## src/rtl/vga_sync_ctrl_if.sv

```systemverilog
// Raster timing bundle from vga_sync_ctrl to pixel-generation logic.
// blank_n exists only when VGA_BLANK_N_EN is defined.
interface vga_sync_ctrl_if;
  logic        h_sync_out;
  logic        v_sync_out;
  logic [10:0] horizontal_position_out;
  logic [9:0]  vertical_position_out;
`ifdef VGA_BLANK_N_EN
  logic        blank_n;
`endif

  modport master (
    output h_sync_out, v_sync_out, horizontal_position_out, vertical_position_out
`ifdef VGA_BLANK_N_EN
    , blank_n
`endif
  );

  modport slave (
    input h_sync_out, v_sync_out, horizontal_position_out, vertical_position_out
`ifdef VGA_BLANK_N_EN
    , blank_n
`endif
  );
endinterface

```

## src/rtl/vga_sync_ctrl.sv

```systemverilog
// VGA raster timing: chained h/v modulo counters with registered sync/blank decode aligned to position.
// Optional blank_n output enabled by macro VGA_BLANK_N_EN.
module vga_sync_ctrl #(
  parameter int H_VISIBLE  = 1024,
  parameter int H_FRONT    = 24,
  parameter int H_SYNC     = 136,
  parameter int H_BACK     = 160,
  parameter int V_VISIBLE  = 768,
  parameter int V_FRONT    = 3,
  parameter int V_SYNC     = 6,
  parameter int V_BACK     = 29,
  parameter bit H_SYNC_POL = 1'b0,
  parameter bit V_SYNC_POL = 1'b0
) (
  input  logic vga_clk_in,
  input  logic reset_in,
  vga_sync_ctrl_if.master vga
);

  localparam int H_TOTAL = H_VISIBLE + H_FRONT + H_SYNC + H_BACK;
  localparam int V_TOTAL = V_VISIBLE + V_FRONT + V_SYNC + V_BACK;

  generate
    if (H_TOTAL > 2048 || V_TOTAL > 1024) begin : g_bad_timing
      $error("vga_sync_ctrl: H_TOTAL must be <= 2048 and V_TOTAL <= 1024");
    end
  endgenerate

  // 12/11-bit constants so a window ending exactly at the counter range does not truncate.
  localparam logic [10:0] H_LAST    = 11'(H_TOTAL - 1);
  localparam logic [9:0]  V_LAST    = 10'(V_TOTAL - 1);
  localparam logic [11:0] H_SYNC_LO = 12'(H_VISIBLE + H_FRONT);
  localparam logic [11:0] H_SYNC_HI = 12'(H_VISIBLE + H_FRONT + H_SYNC);
  localparam logic [10:0] V_SYNC_LO = 11'(V_VISIBLE + V_FRONT);
  localparam logic [10:0] V_SYNC_HI = 11'(V_VISIBLE + V_FRONT + V_SYNC);
  localparam logic [11:0] H_VIS     = 12'(H_VISIBLE);
  localparam logic [10:0] V_VIS     = 11'(V_VISIBLE);

  logic [10:0] h_q, h_nxt;
  logic [9:0]  v_q, v_nxt;
  logic        hs_q, hs_nxt;
  logic        vs_q, vs_nxt;
  logic        h_wrap;
`ifdef VGA_BLANK_N_EN
  logic        blank_q, blank_nxt;
`endif

  // Decode from the next counter values so registered syncs line up with registered positions.
  always_comb begin
    h_wrap = (h_q == H_LAST);
    h_nxt  = h_wrap ? 11'd0 : h_q + 11'd1;
    v_nxt  = v_q;
    if (h_wrap) begin
      v_nxt = (v_q == V_LAST) ? 10'd0 : v_q + 10'd1;
    end
    hs_nxt = (({1'b0, h_nxt} >= H_SYNC_LO) && ({1'b0, h_nxt} < H_SYNC_HI)) ? H_SYNC_POL : ~H_SYNC_POL;
    vs_nxt = (({1'b0, v_nxt} >= V_SYNC_LO) && ({1'b0, v_nxt} < V_SYNC_HI)) ? V_SYNC_POL : ~V_SYNC_POL;
`ifdef VGA_BLANK_N_EN
    blank_nxt = ({1'b0, h_nxt} < H_VIS) && ({1'b0, v_nxt} < V_VIS);
`endif
  end

  always_ff @(posedge vga_clk_in) begin
    if (reset_in) begin
      h_q  <= 11'd0;
      v_q  <= 10'd0;
      hs_q <= ~H_SYNC_POL;
      vs_q <= ~V_SYNC_POL;
`ifdef VGA_BLANK_N_EN
      blank_q <= 1'b1;
`endif
    end else begin
      h_q  <= h_nxt;
      v_q  <= v_nxt;
      hs_q <= hs_nxt;
      vs_q <= vs_nxt;
`ifdef VGA_BLANK_N_EN
      blank_q <= blank_nxt;
`endif
    end
  end

  assign vga.h_sync_out              = hs_q;
  assign vga.v_sync_out              = vs_q;
  assign vga.horizontal_position_out = h_q;
  assign vga.vertical_position_out   = v_q;
`ifdef VGA_BLANK_N_EN
  assign vga.blank_n                 = blank_q;
`endif

endmodule

```

## src/flat_wrapper.sv

```systemverilog
// flat-port wrapper written by rule: the top's interface ports become plain ports
module vga_sync_ctrl_flat 
#(
  parameter int H_VISIBLE  = 1024,
  parameter int H_FRONT    = 24,
  parameter int H_SYNC     = 136,
  parameter int H_BACK     = 160,
  parameter int V_VISIBLE  = 768,
  parameter int V_FRONT    = 3,
  parameter int V_SYNC     = 6,
  parameter int V_BACK     = 29,
  parameter bit H_SYNC_POL = 1'b0,
  parameter bit V_SYNC_POL = 1'b0
)
  (vga_clk_in, reset_in, vga_h_sync_out, vga_v_sync_out, vga_horizontal_position_out, vga_vertical_position_out);
  vga_sync_ctrl_if vga_i ();
  input  logic vga_clk_in;
  input  logic reset_in;
  output wire logic [$bits(vga_i.h_sync_out)-1:0] vga_h_sync_out;
  output wire logic [$bits(vga_i.v_sync_out)-1:0] vga_v_sync_out;
  output wire logic [$bits(vga_i.horizontal_position_out)-1:0] vga_horizontal_position_out;
  output wire logic [$bits(vga_i.vertical_position_out)-1:0] vga_vertical_position_out;
  assign vga_h_sync_out = vga_i.h_sync_out;
  assign vga_v_sync_out = vga_i.v_sync_out;
  assign vga_horizontal_position_out = vga_i.horizontal_position_out;
  assign vga_vertical_position_out = vga_i.vertical_position_out;
  vga_sync_ctrl #(.H_VISIBLE(H_VISIBLE), .H_FRONT(H_FRONT), .H_SYNC(H_SYNC), .H_BACK(H_BACK), .V_VISIBLE(V_VISIBLE), .V_FRONT(V_FRONT), .V_SYNC(V_SYNC), .V_BACK(V_BACK), .H_SYNC_POL(H_SYNC_POL), .V_SYNC_POL(V_SYNC_POL)) u_core (.vga_clk_in(vga_clk_in), .reset_in(reset_in), .vga(vga_i));
endmodule
```

## config.mk

```make
export PLATFORM = sky130hd
export DESIGN_NAME = vga_sync_ctrl_flat
export DESIGN_NICKNAME = d
export VERILOG_FILES = /design/src/rtl/vga_sync_ctrl_if.sv /design/src/rtl/vga_sync_ctrl.sv /design/src/flat_wrapper.sv
export SDC_FILE = /design/constraint.sdc
export NUM_CORES = 1
export LEC_CHECK = 0
export CAP_MARGIN = 20
export CELL_PAD_IN_SITES_DETAIL_PLACEMENT = 0
export CELL_PAD_IN_SITES_GLOBAL_PLACEMENT = 1
export CORE_MARGIN = 2
export CORE_UTILIZATION = 41
export CTS_CLUSTER_SIZE = 12
export DETAILED_ROUTE_END_ITERATION = 8
export PLACE_DENSITY_LB_ADDON = 0.1
export SLEW_MARGIN = 0
export SYNTH_ARGS = -nofsm -noshare
export SYNTH_HDL_FRONTEND = slang
export SYNTH_SLANG_ARGS = --single-unit
```

## constraint.sdc

```tcl
create_clock -name vga_clk_in -period 3.47 [get_ports vga_clk_in]
set_input_delay 0.694 -clock vga_clk_in [delete_from_list [all_inputs] [get_ports vga_clk_in]]
set_output_delay 0.694 -clock vga_clk_in [all_outputs]
set_load 0.01 [all_outputs]
```

## Yosys cells after proc, flatten, opt, wreduce, memory -nomap -nowiden

Index checks and enable logic that the tools add are counted.

| cells by class | value |
|---|---|
| $add $sub $neg | 2 |
| $lt $le $gt $ge | 4 |
| eq/ne operators | 2 |
| muxes and demuxes | 5 |
| reductions and logical operators | 2 |

Operators with widths:

| kind | number |
|---|---|
| two-way mux 10 bit | 2 |
| adder 11 x 1 -> 11 bit (second input constant) | 1 |
| == test 11 bit (second input constant) | 1 |
| >= comparator 11 bit (second input constant) | 1 |
| < comparator 11 bit (second input constant) | 1 |
| two-way mux 11 bit | 1 |
| adder 10 x 1 -> 10 bit (second input constant) | 1 |
| == test 10 bit (second input constant) | 1 |
| >= comparator 10 bit (second input constant) | 1 |
| < comparator 10 bit (second input constant) | 1 |
| logical AND 1 bit | 2 |
| two-way mux 1 bit | 2 |

| storage, ports and cells | value |
|---|---|
| register bits | 23 |
| output and inout bits | 23 |
| word-level logic and storage cells | 19 |

## Longest topological paths before layout

Gate-level depths: netlist of the first run.

| logic depth | value |
|---|---|
| depth after elaboration | 6 |
| depth in mapped cells | 9 |

## Worst setup path after synthesis of the first run

OpenSTA, ideal clock, no wires.

| timing | value |
|---|---|
| path type | flip-flop to flip-flop |
| from | reg u_core.h_q[6], in the netlist u_core.vga.horizontal_position_out[6] |
| to | reg u_core.vs_q, in the netlist u_core.vga.v_sync_out |
| library setup time | 126 ps |
| arrival | 2170 ps |
| slack | 1174 ps |
| cell stages (with the launch flop) | 8 |
| path through | dfxtp_1 buf_2 or4b_4 nor4_1 mux2i_1 or3b_1 o211ai_1 nand3_1 |

| between the ends | value |
|---|---|
| cells in the longest elaborated chain, start to end | 5 |
| elaborated cells on any way between the ends | 6 |
| classes of those cells | 2 x order compare; 1 x eq/ne; 2 x mux; 1 x reduce/logical |

Ends and longest elaborated chain:

| item | RTL line | RTL |
|---|---|---|
| from (decl) | vga_sync_ctrl.sv:39 | `logic [10:0] h_q, h_nxt;` |
| from (signal assigned) | vga_sync_ctrl.sv:73 | `h_q <= h_nxt;` |
| == test 11 bit * | vga_sync_ctrl.sv:50 | `h_wrap = (h_q == H_LAST);` |
| two-way mux 10 bit * | vga_sync_ctrl.sv:53 | `if (h_wrap) begin` |
| >= comparator 10 bit / < comparator 10 bit (equally long branches) | vga_sync_ctrl.sv:57 | `vs_nxt = (({1'b0, v_nxt} >= V_SYNC_LO) && ({1'b0, v_nxt} < V_SYNC_HI)) ? V_SYNC_POL : ~V_SYNC_POL;` |
| logical AND 1 bit * | vga_sync_ctrl.sv:57 |  |
| two-way mux 1 bit * | vga_sync_ctrl.sv:57 |  |
| to (signal assigned) | vga_sync_ctrl.sv:68 | `vs_q <= ~V_SYNC_POL;` |
| to (signal assigned) | vga_sync_ctrl.sv:76 | `vs_q <= vs_nxt;` |
| to (decl) | vga_sync_ctrl.sv:42 | `logic vs_q, vs_nxt;` |

Every way passes the cells marked *; elsewhere a longest branch is shown, timed or not.
A chain may end at the register's enable or synchronous reset.

## Final worst setup path of the first run

| timing | value |
|---|---|
| from | reg u_core.h_q[7], in the netlist u_core.vga.horizontal_position_out[7] |
| to | reg u_core.vs_q, in the netlist u_core.vga.v_sync_out |

Same word-level chain as after synthesis.

==> results of run 1 <==
[synth_stat cells (4+ instances only)]
| master | count |
|---|---|
| dfxtp_1 | 23 |
| nor2_1 | 19 |
| a21oi_1 | 14 |
| nand2_1 | 9 |
| o21ai_0 | 9 |
| nand3_1 | 8 |
| nand4_1 | 8 |
| nor3_1 | 8 |
| a31oi_1 | 6 |
| buf_2 | 6 |
| inv_1 | 6 |
| clkbuf_1 | 5 |
| xor2_1 | 5 |
| ha_1 | 4 |
[per-layer routing]
layer,vias up,wire length (um),part of all wire [%],GRT usage [%]
li1,672,-,-,-
met1,611,1620,48,25.5
met2,31,1630,48,34.2
met3,6,104,3.1,3.52
met4,0,37,1.1,7.29
met5,-,0,0,0
[power by group through the flow]
| stage | registers [uW] | clock network, uW | logic, uW |
|---|---|---|---|
| after floorplan | 277 | 0 | 11.7 |
| final | 272 | 124 | 20.9 |
| after global routing | 273 | 146 | 23.1 |
| after detailed placement | 278 | 0 | 21.1 |
| after CTS | 272 | 134 | 21.1 |
| after global placement | 278 | 0 | 20.8 |
[cell type report]
cell class / count / area share [%]
Inverter: 6 / 1.35
Timing Repair Buffer: 26 / 15.3
Sequential cell: 23 / 27.5
Multi-Input combinational cell: 132 / 50.9
Tap cell: 46 / 3.44
Clock buffer: 4 / 1.57
[critical path: stages (launching register included)]
cell      delay [ps]
dfxtp_1          440
or4b_4           600
nor4_4           570
a31oi_1          270
or3b_1           390
o211ai_1         110
nand3_1          100
[registers in the layout (all words and copies together), names as in the netlist]
signal,cells
u_core.vga.h_sync_out,1
u_core.vga.v_sync_out,1
u_core.vga.vertical_position_out,10
u_core.vga.horizontal_position_out,11
[how the worst max path moves through the flow]
stage | to | slack [ps] | cells past startpoint
3_3_place_gp | u_core.vga.v_sync_out | 1030 | 6
6_report | u_core.vga.v_sync_out | 890 | 6
5_1_grt | u_core.vga.v_sync_out | 660 | 7
4_1_cts | u_core.vga.v_sync_out | 900 | 7
2_1_floorplan | u_core.vga.v_sync_out | 1170 | 7
3_5_place_dp | u_core.vga.v_sync_out | 920 | 7
[cell families after synthesis]
kind of cell / after synthesis / synth area share [%]
adder cells (fa/ha/maj): 4 / 3.62
AO/OA/AOI/OAI: 41 / 18.2
AND/OR/NAND/NOR: 77 / 33.0
buffers and inverters: 17 / 5.16
flip-flops: 23 / 33.3
XOR/XNOR: 7 / 4.43
multiplexers: 3 / 2.26
[per-stage QoR]
step | utilization (%) | total power (uW) | cell area [um2]
finish | 50.9 | 417 | 1670
global route | 50.9 | 442 | 1670
CTS | 50.9 | 428 | 1670
detailed placement | 50.1 | 299 | 1650
global placement | 50.1 | 298 | 1650
floorplan | - | 289 | 1380
==> flow_summary_export.csv, run 1 <==
group,metric,value,unit
run_status,status,"finished, final reports clean",
yosys,ys.warnings.count,0,
route,num_vias,1320,
pwr,pwr-share-comb,5.0,%
route,drtPass1Iterations,4,
setup_path,r2r-start,"u_core.vga.horizontal_position_out[7]",
route,ant_nets,0,
final_layout,fill_cells,345,
pwr,switchingPower,95.8,uW
clock_network,postCtsResizedCells,0,
clock_network,clk_pin_slew,130,ps
setup_path,startpoint,"u_core.vga.horizontal_position_out[7]",
min_path,hp-start,"u_core.vga.vertical_position_out[8]",
pwr,p_per_area,250,mW/mm2
final_layout,drive_gt1_share,6.28,%
yosys,syn_area,0.00138,mm2
yosys,synth_edf_count,0,
yosys,yosysSeqAreaShare,33.3,%
yosys,synth_nets,178,
final_layout,area_growth,21.0,%
yosys,syn_avg_cell_area,8.04,um2
setup_path,start_kind,"flop",
die,dieArea,0.00385,mm2
pwr,internal_power,322,uW
clock_network,insertion_delay,310,ps
grt,antenna_found_initial,0,
setup_path,worst-setup-path-type,"flop to flop",
grt,grt_pass1_vias,1258,
final_layout,regArea,460,um2
clock_network,cts_buffers,3,
sta,max_freq,388,MHz
grt,grt_use_total,20.2,%
run,drv_cap,0,
placement,io_buffers,24,
die,rows,21,
clock_network,cts_buffer_depth,2,
die,top_level_ports,25,
sta,final.period_utilization,74.4,%
final_layout,nets,198,
setup_path,crit_path_end_kind,"flop",
route,wl_per_cell,14.3,um
clock_network,cts_max_level,1,
placement,routabilityCongestion,0.873,
yosys,synth_top_area_cell,"dfxtp_1",
setup_path,path_max_fanout,11,
yosys,synth_cells,172,
sta,finalSetupViolations,0,
final_layout,n_antenna_cell,0,
placement,place_inst,233,
clock_network,cts_setup_buffers,0,
route,drc_errors,0,
die,die_x,62.1,um
yosys,synth_seq_cells,23,
clock_network,cts_sinks,23,
pwr,pwr-share-seq,65.2,%
min_path,min_to,"u_core.vga.vertical_position_out[8]",
placement,pre_cts_slack,915,ps
sta,final-hold-violation-count,0,
route,drt-initial-drc-count,69,
die,start_util,42.1,%
sta,worstMarginPinSlew,632,ps
setup_path,worstPathArrival,2790,ps
pwr,power.leakage,0.000564,uW
clock_network,hold_buffers,0,
yosys,synthFlopType,"dfxtp_1",
min_path,hold_class,"flop to flop",
pwr,sw_frac_of_total,22.9,%
route,wl,3380,um
setup_path,reg2regPathDepth,6,
final_layout,layout_commonest_cell,"clkdlybuf4s50_1",
sta,finalMaxSlewViolations,0,
min_path,timing.hold.worst_path_depth,2,
yosys,yosysTopAreaCellShare,33.3,%
clock_network,clock-root-buffer,"clkbuf_4",
clock_network,cts_tree,"built",
setup_path,cp.required,3670,ps
grt,grt_max_degree,22,
sta,setup_tns,0,ps
route,vias_per_cell,5.57,
setup_path,r2r_setup_slack,890,ps
grt,grt_pass1_wl,5820,um
yosys,synthTopCellsByArea,"dfxtp_1 (33%), nor2_1 (5.2%), a21oi_1 (5.1%)",
yosys,synthArstFlopShare,0,%
final_layout,multi_input_area,851,um2
die,die_h,62.1,um
sta,fin_crit,2580,ps
sta,whs,538,ps
final_layout,mostFrequentLayoutCells,"clkdlybuf4s50_1 (24), dfxtp_1 (23), nor2_1 (19), a21oi_1 (14)",
final_layout,finalNonFillerCells,237,
sta,fin_ws,890,ps
yosys,synth_cell_type_count,47,
sta,rsz0062_at_grt,"no",
pwr,ir_drop,146,uV
setup_path,timing.rr.end,"u_core.vga.v_sync_out",
die,core_area,0.00328,mm2
placement,hpwl,2440,um
grt,grt-ovfl-total,0,
sta,skew,3.86,ps
sta,slew_headroom,57.6,%
pwr,clkPwrFrac,29.8,%
(Power assumes the default switching activity.)
==> run 2, diff against run 1 <==
Settings changed: CORE_UTILIZATION 41 to 34.
Clock period 3.47 ns to 2.24 ns, I/O delays scaled along.
==> run 2 against run 1 <==
- non-clock buffer count rose by 30
- clock-buffer cell count down 1
- worst setup slack got worse by 830 ps
- global-route usage shrank 1.4 points
- sequential share of layout area decreased by 4.1 points
- fmax rose by 19%
- die area is 19% higher
- largest power group unchanged
- total power increased by 74%
==> flow_summary_export.csv, run 2 (same netlist as run 1, synthesis figures left out) <==
group,metric,value,unit
clock_network,clock-root-buffer,"clkbuf_8",
final_layout,drive_gt1_share,23.1,%
setup_path,r2r-start,"u_core.vga.horizontal_position_out[6]",
grt,grt_pass1_vias,1408,
clock_network,cts_tree,"built",
pwr,finalPower,725,uW
setup_path,cp.required,2390,ps
route,drtPass1Iterations,4,
setup_path,crit_path_end_kind,"flop",
setup_path,timing.rr.end,"u_core.vga.v_sync_out",
setup_path,slowest_delay,560,ps
sta,final-hold-violation-count,0,
route,num_vias,1450,
clock_network,cts_max_level,1,
final_layout,largest_register_ffs,11,
sta,skew,5.39,ps
grt,antenna_found_initial,0,
sta,whs,536,ps
run,drv_cap,0,
die,dieArea,0.00459,mm2
final_layout,nets,228,
min_path,min_to,"u_core.vga.vertical_position_out[8]",
setup_path,path_buf_inv,1,
route,wl_per_cell,14.2,um
sta,slew_headroom,64.6,%
setup_path,path_max_fanout,7,
final_layout,postLayoutCoreUtil,50.1,%
sta,worstMarginPinSlew,518,ps
clock_network,cts_buffer_depth,2,
placement,hpwl,2890,um
grt,grt_pass1_wl,6600,um
setup_path,reg2regPathDepth,7,
route,ant_nets,0,
route,wl,3850,um
route,vias_per_cell,5.35,
min_path,hp-start,"u_core.vga.vertical_position_out[8]",
placement,io_buffers,24,
grt,grt_use_total,18.8,%
clock_network,hold_buffers,0,
die,die_h,67.8,um
grt,grt_max_degree,21,
sta,final.period_utilization,97.2,%
setup_path,r2r_setup_slack,60,ps
sta,max_freq,459,MHz
grt,grt-ovfl-total,0,
route,drc_errors,0,
pwr,power.leakage,0.000762,uW
die,rows,23,
die,top_level_ports,25,
final_layout,n_antenna_cell,0,
clock_network,cts_sinks,23,
die,start_util,35.1,%
setup_path,worstPathArrival,2330,ps
run_status,status,"finished, final reports clean",
setup_path,cp_cell_sequence,"or4b_4, nor4_4, buf_6, a21oi_1, or3b_1, o211ai_1, nand3_1",
clock_network,cts_buffers,3,
final_layout,layout_commonest_cell,"buf_4",
setup_path,crit_cells,7,
sta,finalMaxSlewViolations,0,
final_layout,fill_cells,387,
sta,fin_crit,2180,ps
die,die_x,67.8,um
pwr,p_per_area,367,mW/mm2
placement,routabilityCongestion,0.915,
setup_path,crit_family,"simple AND/OR/NAND/NOR gates",
sta,finalSetupViolations,0,
setup_path,cpMaxStageDelayCell,"or4b_4",
final_layout,area_growth,42.8,%
setup_path,worst-setup-path-type,"flop to flop",
min_path,hold_class,"flop to flop",
route,drt-initial-drc-count,96,
sta,rsz0062_at_grt,"yes",
pwr,ir_drop,282,uV
final_layout,mostFrequentLayoutCells,"buf_4 (30), clkdlybuf4s50_1 (24), dfxtp_1 (22), nor2_1 (18), a21oi_1 (14)",
die,core_area,0.00394,mm2
clock_network,insertion_delay,270,ps
setup_path,start_kind,"flop",
clock_network,clk_pin_slew,90,ps
min_path,timing.hold.worst_path_depth,2,
[run 2: cell type report]
cell class                 count  area, um2  share of cell area, %
clock buffer                   3       41.3                   2.09
multi-input combinational    132        893                   45.2
inverter                       6       22.5                   1.14
tap                           50       62.6                   3.17
sequential                    23        462                   23.4
clock inverter                 1       5.00                  0.253
timing repair buffer          56        488                   24.7
[run 2: worst max-delay path by stage]
stage,start,end,slack (ps)
floorplan,u_core.vga.horizontal_position_out[9],u_core.vga.v_sync_out,10
global placement,u_core.vga.horizontal_position_out[9],u_core.vga.v_sync_out,90
detailed placement,u_core.vga.horizontal_position_out[9],u_core.vga.v_sync_out,40
CTS,u_core.vga.horizontal_position_out[9],u_core.vga.v_sync_out,30
global route,u_core.vga.horizontal_position_out[6],u_core.vga.v_sync_out,-20
finish,u_core.vga.horizontal_position_out[6],u_core.vga.v_sync_out,60
[run 2: routing by layer]
metal	wire length [um]	global-route usage [%]	part of all wire, %	up-vias
met5	0	0	0	-
met4	55	5.25	1.4	0
met3	135	3.67	3.5	6
met2	1720	28.9	45	26
met1	1940	26.6	50	687
li1	-	-	-	731
[run 2: worst min-delay path, delay by kind of cell (launching register included)]
family | cells | cell delay, ps
DFF | 1 | 340
AOI/OAI and AO/OA | 1 | 80
and+or+nand+nor | 1 | 60
[run 2: report_power, final]
part           internal, uW  switching, uW  leakage (uW)
Sequential              413           2.78      0.000186
Clock                   124            139     0.0000255
Combinational          21.7           24.5      0.000550
[run 2: stage by stage]
step | cells | TNS (ps) | cell area (um2) | setup WS (ps)
finish | 271 | 0 | 1970 | 63.3
global placement | 261 | 0 | 1850 | 86.7
floorplan | 172 | 0 | 1400 | 12.9
CTS | 265 | 0 | 1890 | 26.2
detailed placement | 261 | 0 | 1850 | 37.3
global route | 271 | -22.6 | 1970 | -22.6
[run 2: timing repair]
action                     4_1_cts  5_1_grt
hold endpoints to repair         0        0
setup buffers                    0        6
setup endpoints to repair        0        2
gates resized for setup          0       11
==> run 3, diff against run 2 <==
Settings changed: GPL_TIMING_DRIVEN set to 0.
==> run 3 against run 2 <==
- total power up 0.60%
- critical path depth up 1
- register-to-register slack worse by 20 ps
- combinational power about the same
- critical path type unchanged
- critical endpoint unchanged
==> flow_summary_export.csv, run 3 (same netlist as run 1, synthesis figures left out) <==
group,metric,value,unit
sta,slew_headroom,60.3,%
setup_path,slowest_delay,380,ps
grt,met1_usage,26.2,%
die,core_area,0.00394,mm2
final_layout,drive_gt1_share,20.8,%
setup_path,worstPathArrival,2350,ps
route,num_vias,1390,
pwr,ir_drop,292,uV
final_layout,area_growth,37.4,%
grt,antenna_found_initial,0,
grt,grt_pass1_vias,1303,
final_layout,multi_input_area,925,um2
sta,setup_tns,0,ps
grt,grt-ovfl-total,0,
run_status,status,"finished, final reports clean",
route,ant_nets,0,
setup_path,r2r_setup_slack,40,ps
route,drtPass1Iterations,4,
route,drc_errors,0,
setup_path,path_max_fanout,8,
setup_path,cp.required,2390,ps
clock_network,clock-root-buffer,"clkbuf_8",
final_layout,fill_cells,401,
grt,grt_pass1_wl,6290,um
setup_path,start_kind,"flop",
final_layout,nets,214,
route,drt-initial-drc-count,61,
sta,final.period_utilization,98.0,%
setup_path,worst-setup-path-type,"flop to flop",
sta,finalSetupViolations,0,
final_layout,mostFrequentLayoutCells,"clkdlybuf4s50_1 (24), nor2_1 (18), dfxtp_1 (16), a21oi_1 (14), buf_4 (12)",
die,start_util,35.1,%
setup_path,path_buf_inv,1,
die,die_h,67.8,um
final_layout,largest_register_ffs,11,
route,wl,3870,um
placement,pre_cts_slack,-267,ps
setup_path,crit_path_end_kind,"flop",
grt,grt_max_degree,13,
clock_network,cts_buffer_depth,2,
setup_path,r2r-start,"u_core.vga.horizontal_position_out[0]",
placement,routabilityCongestion,0.831,
placement,hpwl,2600,um
setup_path,cpMaxStageDelayCell,"or3b_1",
clock_network,cts_buffers,3,
sta,max_freq,455,MHz
sta,rsz0062_at_grt,"yes",
sta,skew,1.95,ps
min_path,hold_class,"flop to flop",
final_layout,n_antenna_cell,0,
sta,fin_ws,43.9,ps
sta,final-hold-violation-count,0,
run,drv_cap,0,
clock_network,cts_sinks,23,
clock_network,insertion_delay,270,ps
setup_path,cp_cell_sequence,"ha_1, buf_6, nand4_1, nor4_4, mux2i_2, or3b_1, o211ai_1, nand3_1",
final_layout,layout_commonest_cell,"clkdlybuf4s50_1",
grt,grt_use_total,18.1,%
grt,gr-usage-met2,27.3,%
grt,gr-usage-met3,2.50,%
sta,finalMaxSlewViolations,0,
final_layout,regArea,482,um2
die,top_level_ports,25,
clock_network,clk_pin_slew,90,ps
pwr,power.leakage,0.000675,uW
min_path,hp-start,"u_core.vga.horizontal_position_out[10]",
die,rows,23,
pwr,p_per_area,384,mW/mm2
setup_path,timing.rr.end,"u_core.vga.v_sync_out",
clock_network,cts_tree,"built",
min_path,min_to,"u_core.vga.horizontal_position_out[10]",
route,vias_per_cell,5.41,
die,dieArea,0.00459,mm2
die,die_x,67.8,um
min_path,timing.hold.worst_path_depth,1,
route,wl_per_cell,15.1,um
sta,worstMarginPinSlew,595,ps
sta,fin_crit,2200,ps
grt,grt.busiest_layer,"met2",
clock_network,cts_max_level,1,
setup_path,reg2regPathDepth,8,
placement,io_buffers,24,
setup_path,crit_family,"simple AND/OR/NAND/NOR gates",
-- run 3: changes by cell type in the layout (fill, tap and decap cells not counted), moves of 2 or more --
cell,previous run,this run
buf_4,30,12
clkbuf_1,0,4
nor2_2,2,0
dfxtp_4,0,5
buf_2,0,2
dfxtp_1,22,16
nor2_4,0,2
-- run 3: through the flow --
step | util, % | instances | cell area [um2] | hold WS (ps) | power (uW)
CTS | 45.7 | 253 | 1800 | 487 | 738
finish | 48.2 | 257 | 1900 | 534 | 729
global placement | 43.2 | 246 | 1700 | 514 | 466
floorplan | - | 172 | 1400 | 515 | 448
detailed placement | 43.2 | 246 | 1700 | 530 | 466
global route | 48.2 | 257 | 1900 | 563 | 758
-- run 3: what timing repair did --
item                                    in CTS  in global routing
hold buffers                                 0                  0
setup buffers                                6                  6
endpoints found under the setup margin       4                  3
gates resized for setup                     11                 16
pin swaps                                    6                  5
-- run 3: report_power, final --
| group | internal (uW) | switching (uW) |
|---|---|---|
| Combinational | 20.8 | 25.1 |
| Sequential | 409 | 3.91 |
| Clock | 127 | 143 |
| Total | 558 | 172 |
-- run 3: routing by layer --
metal | part of all wire [%] | wire, um | vias to the layer above
met2 | 46 | 1790 | 19
met3 | 1.6 | 61 | 4
li1 | - | - | 706
met1 | 51 | 1990 | 661
met4 | 0.85 | 33 | 0
met5 | 0 | 0 | -
-- run 3: worst max path at each step --
stage,start,to,slack (ps),depth (start not counted)
after floorplan,u_core.vga.horizontal_position_out[9],u_core.vga.v_sync_out,10,7
after global placement,u_core.vga.horizontal_position_out[7],u_core.vga.v_sync_out,-300,8
after detailed placement,u_core.vga.horizontal_position_out[7],u_core.vga.v_sync_out,-270,8
after CTS,u_core.vga.horizontal_position_out[7],u_core.vga.v_sync_out,-60,6
after global routing,u_core.vga.horizontal_position_out[0],u_core.vga.v_sync_out,-100,8
final,u_core.vga.horizontal_position_out[0],u_core.vga.v_sync_out,40,8
-- run 3: area by class of cell --
class	instances	share of cell area, %
Tap cell	50	3.29
Sequential cell	23	25.4
Multi-Input combinational cell	132	48.7
Inverter	6	1.19
Clock buffer	4	2.37
Buffer	6	1.71
Timing Repair Buffer	36	17.4
-- run 3: worst reg2reg max path, stage by stage, from the launching register on --
cell	delay (ps)
dfxtp_4	360
ha_1	160
buf_6	130
nand4_1	160
nor4_4	320
mux2i_2	300
or3b_1	380
o211ai_1	150
nand3_1	120
==> RTL edit 1: new RTL, config.mk and constraints of run 2 <==
`H_SYNC_POL` is set to 1'b0 in 2 places; all go to 1'b1.
--- a/src/rtl/vga_sync_ctrl.sv
+++ b/src/rtl/vga_sync_ctrl.sv
@@ -9,7 +9,7 @@
   parameter int V_FRONT    = 3,
   parameter int V_SYNC     = 6,
   parameter int V_BACK     = 29,
-  parameter bit H_SYNC_POL = 1'b0,
+  parameter bit H_SYNC_POL = 1'b1,
   parameter bit V_SYNC_POL = 1'b0
 ) (
   input  logic vga_clk_in,
--- a/src/flat_wrapper.sv
+++ b/src/flat_wrapper.sv
@@ -9,7 +9,7 @@
   parameter int V_FRONT    = 3,
   parameter int V_SYNC     = 6,
   parameter int V_BACK     = 29,
-  parameter bit H_SYNC_POL = 1'b0,
+  parameter bit H_SYNC_POL = 1'b1,
   parameter bit V_SYNC_POL = 1'b0
 )
   (vga_clk_in, reset_in, vga_h_sync_out, vga_v_sync_out, vga_horizontal_position_out, vga_vertical_position_out);
Check against the original RTL: not equivalent (a bounded check fails within 4 cycles, from zero or initial values and one cycle with reset_in high).
==> RTL edit 1 against run 2 <==
  * Via count up 2.3%
  * Routed wire length down 4.2%
  * Sequential cell count unchanged
  * Largest power group unchanged
  * Critical path depth unchanged
  * Cell count up 2.6%
  * Synthesized area about the same
  * Final area down 1.3%
  * Worst setup slack worse by 0.029 ns
  * Synthesized cell count up 6.4%
  * Critical path type unchanged
  * Total power about the same
==> RTL edit 1: results <==
[status]
status = complete, no violations

[synthesis]
yosys-top-cells-count = dfxtp_1, a21oi_1, nor2_1
synth_warnings = 0
syn_nets = 189
synth-main-ff-cell = dfxtp_1
synth_cell_types = 43
async_flop_share_pct = 0
ys_seq_area_share_pct = 33.3
synth_area_leaders = dfxtp_1, a21oi_1, nor2_1

[clocking]
clk_latency_ns = 0.26
clockBufferDepth = 2
clkTransAtPathRegs_ns = 0.08
root_buffer = clkbuf_8
cts_buffers = 3
htreeDepth = 1

[grt]
first_global_vias = 1311
antenna_found_initial = 0
grt_max_degree = 15
track_usage_pct = 17.2
grt_pass1_wl_um = 6080

[route]
via_count = 1483
drtIter0Drc = 103
drt_pass1_iterations = 4
wirelength_um = 3690

[sta]
worst_slew_pin_slew_ns = 0.360
skew_ns = 0.00175

[power_and_ir_drop]
ir_drop_uv = 290
p_leak_nw = 0.719

[setup_path]
path_max_fanout = 5
cp-startpoint = u_core.vga.horizontal_position_out[1]$_SDFF_PP0_
arrival_ns = 2.36
rr_worst_depth = 7

[hold_path]
hp-start = u_core.vga.horizontal_position_out[0]$_SDFF_PP0_
min_path_cells = 2
min_path_type = reg2reg

[placement]
place_congestion = 0.869
dp_hpwl_um = 2690
place_area_sq_mm = 0.00187
io_buffer_count = 24

[cells_and_area]
finalNetCount = 235
drive_gt1_share_pct = 19.3
largest_register_ffs = 11
n_antenna_cell = 0
-- RTL edit 1: changes by cell type in the layout (fill, tap and decap cells not counted), moves of 3 or more --
cell	change
a31oi_1	-5
nand3_1	+5
and3_1	+3
nand4_1	-6
inv_1	-3
nand2_1	+4
nor2b_1	+5
xnor2_1	+3
a21oi_1	+4
and2_1	+3
or3_1	+3
-- RTL edit 1: path summary, 6_finish.rpt --
check,end,slack [ns]
max reg2reg,u_core.vga.v_sync_out$_SDFF_PP1_,0.03
max,u_core.vga.v_sync_out$_SDFF_PP1_,0.03
min reg2reg,u_core.vga.horizontal_position_out[0]$_SDFF_PP0_,0.56
min,u_core.vga.horizontal_position_out[0]$_SDFF_PP0_,0.56
-- RTL edit 1: layout make-up --
cell class	count	area, sq um
fillers	365	1990
multi-input cells	146	910
flip-flops and latches	23	469
repair buffers	52	450
well taps	50	62.6
clock buffers	4	45.0
inverters	3	11.3
-- RTL edit 1: logic make-up after synthesis --
group	after synthesis	synth area share [%]
DFF	23	33.3
muxes	1	0.725
AOI/OAI and AO/OA	41	17.7
adders and majority gates	4	3.62
and+or+nand+nor	92	35.4
buffers and inverters	14	4.17
xor gates and xnor gates	8	5.07
-- RTL edit 1: per-stage QoR --
| stage | power (mW) | setup slack [ns] | std cells | utilization [%] | hold WS, ns |
|---|---|---|---|---|---|
| finish | 0.725 | 0.0340 | 278 | 49.4 | 0.559 |
| global route | 0.756 | -0.0544 | 278 | 49.4 | 0.581 |
| CTS | 0.736 | 0.000435 | 278 | 49.2 | 0.563 |
| detailed placement | 0.475 | -0.0152 | 273 | 47.5 | 0.547 |
| global placement | 0.474 | -0.00326 | 273 | 47.5 | 0.543 |
| floorplan | 0.449 | 0.000187 | 183 | - | 0.467 |
-- RTL edit 1: routing by layer --
metal,global-route usage [%],vias to the layer above,share of wire [%]
met5,0,-,0
met4,3.83,0,0.98
met3,2.50,6,4.1
met2,24.6,38,42
met1,26.7,685,53
li1,-,754,-
-- RTL edit 1: power by group --
group          internal (mW)  switching (mW)
combinational         0.0243          0.0237
sequential             0.413         0.00427
clock                  0.127           0.132
-- RTL edit 1: worst max-delay path, stage by stage, from the launching register on --
cell and delay (ns):
dfxtp_4 0.37, ha_4 0.14, nand2_4 0.05, or4_4 0.54
or4_4 0.44, nand2_2 0.10, nand4b_1 0.10, a2111o_1 0.36
-- RTL edit 1: repair_timing --
| action | CTS | global route |
|---|---|---|
| endpoints found under the hold margin | 0 | 0 |
| resized for setup | 4 | 2 |
| hold buffers | 0 | 0 |
| setup buffers | 1 | 0 |
| setup endpoints to repair | 1 | 1 |
| pin swaps | 2 | 2 |
==> RTL edit 2: new RTL, config.mk and constraints of run 2 <==
Made on the original files. `h_q` and `v_q` no longer have a reset.
--- a/src/rtl/vga_sync_ctrl.sv
+++ b/src/rtl/vga_sync_ctrl.sv
@@ -62,22 +62,23 @@
 
   always_ff @(posedge vga_clk_in) begin
     if (reset_in) begin
-      h_q  <= 11'd0;
-      v_q  <= 10'd0;
       hs_q <= ~H_SYNC_POL;
       vs_q <= ~V_SYNC_POL;
 `ifdef VGA_BLANK_N_EN
       blank_q <= 1'b1;
 `endif
     end else begin
-      h_q  <= h_nxt;
-      v_q  <= v_nxt;
       hs_q <= hs_nxt;
       vs_q <= vs_nxt;
 `ifdef VGA_BLANK_N_EN
       blank_q <= blank_nxt;
 `endif
     end
+  end
+
+  always_ff @(posedge vga_clk_in) begin
+    h_q <= h_nxt;
+    v_q <= v_nxt;
   end
 
   assign vga.h_sync_out              = hs_q;
Function: changed (Yosys sat finds a counterexample within 4 cycles, from zero or initial values and one cycle with reset_in high).
==> RTL edit 2 against run 2 <==
  * Synthesized cell count decreased by 13%
  * Synthesized area decreased by 2.5%
  * Routed wire length decreased by 10%
  * Worst setup slack improved by 0.068 ns
  * Clock skew increased by 0.0036 ns
  * Largest cell class unchanged
  * Sequential share of layout area increased by 3.2 points
  * Final area decreased by 12%
  * Sequential cell count unchanged
  * Via count decreased by 13%
  * Critical path depth increased by 1
Power is not compared: it rests on default switching activity, and its combinational part moved more than twofold at a synthesized area within 25%.
==> RTL edit 2: results <==
[sta]
max_freq_mhz = 474
hold-worst-slack_ns = 0.543
worst_slew_pin_slew_ns = 0.380
skew_ns = 0.00903

[power_and_ir_drop]
ir_drop_uv = 183
p_leak_nw = 0.620
p_total_mw = 0.686
power_density_mw_per_mm2 = 397
power_switching_mw = 0.149

[route]
drt_pass1_iterations = 4
drtIter0Drc = 95
wirelength_um = 3450
via_count = 1264

[placement]
place_congestion = 0.792
placed_cells = 223
dp_worst_setup_slack_ns = 0.0737
io_buffer_count = 24
place_area_sq_mm = 0.00166
dp_hpwl_um = 2530

[synthesis]
syn_nets = 156
synth_warnings = 0
synth_cell_types = 54
synthCells = 150
yosys-top-cells-count = dfxtp_1, nand3_1, nand2_1
synth-main-ff-cell = dfxtp_1
ys_seq_area_share_pct = 34.2
async_flop_share_pct = 0
synth_area_leaders = dfxtp_1, nand3_1, xnor2_1

[clocking]
htreeDepth = 1
clk_latency_ns = 0.27
root_buffer = clkbuf_8
clockBufferDepth = 2
clkTransAtPathRegs_ns = 0.10
cts_buffers = 3
ctsHoldBuffers = 0

[grt]
grt_max_degree = 16
grt_pass1_wl_um = 5880
track_usage_pct = 17.1
first_global_vias = 1231
antenna_found_initial = 0

[cells_and_area]
finalNonFillerCells = 229
finalNetCount = 188
largest_register_ffs = 11
fillers = 378
drive_gt1_share_pct = 16.0
n_antenna_cell = 0

[setup_path]
path_max_fanout = 7
cpPeakStageDelay_ns = 0.51
critical_path.slowest_cell = or4_4
crit_family = simple AND/OR/NAND/NOR gates
rrSetupSlack_ns = 0.13
endpoint = u_core.vga.v_sync_out$_SDFF_PP1_
cp-startpoint = u_core.vga.vertical_position_out[1]$_DFF_P_
rr_worst_depth = 8

[hold_path]
whs_endpoint = u_core.vga.horizontal_position_out[0]$_DFF_P_
hp-start = u_core.vga.horizontal_position_out[0]$_DFF_P_
min_path_cells = 1
min_path_type = reg2reg

[status]
status = complete, no violations
RTL edit 2: changes by cell type in the layout (fill, tap and decap cells not counted), sizes merged, moves of 4 or more:
cell	delta
a21oi	-14
a31oi	-4
and2	+4
buf	-22
nor2	-11
nor3	-4
xnor2	+4
RTL edit 2: power by group through the flow:
stage                     logic (mW)  clock network [mW]  registers, mW
after floorplan              0.00175                   0          0.418
after global placement       0.00449                   0          0.418
after detailed placement     0.00435                   0          0.418
after CTS                    0.00439               0.284          0.409
after global routing         0.00469               0.296          0.409
final                        0.00433               0.274          0.408
RTL edit 2: worst reg2reg max path, stage by stage (launching register included):
cell and delay, ns:
dfxtp_1 0.44, inv_1 0.08, ha_1 0.18, nand3_1 0.19
nor4_4 0.09, buf_4 0.16, or4_4 0.52, o211ai_2 0.19
o2111ai_1 0.13
RTL edit 2: per-layer routing:
metal	GRT usage (%)	share of wire [%]
met1	26.0	53
met5	0	0
met3	2.36	4.7
met4	5.36	0.67
met2	24.6	42
RTL edit 2: area by class of cell:
class	instances	share of cell area, %
Timing Repair Buffer	34	18.2
Clock inverter	1	0.434
Sequential cell	23	26.6
Clock buffer	3	2.39
Tap cell	48	3.47
Multi-Input combinational cell	116	48.0
Inverter	4	0.868
RTL edit 2: cell families (layout without fill, tap and decap cells):
group	count (synthesis)	after routing	synth area share, %
XOR/XNOR	8	8	5.20
buffers and inverters	11	42	4.55
AO/OA/AOI/OAI	35	35	21.4
flip-flops	23	23	34.2
multiplexers	1	1	0.836
AND/OR/NAND/NOR	68	68	30.2
adder cells (fa/ha/maj)	4	4	3.71
RTL edit 2: what timing repair did:
action                                  CTS  global route
resized for setup                         0             2
endpoints found under the hold margin     0             0
endpoints found under the setup margin    0             1
setup buffers                             0             2
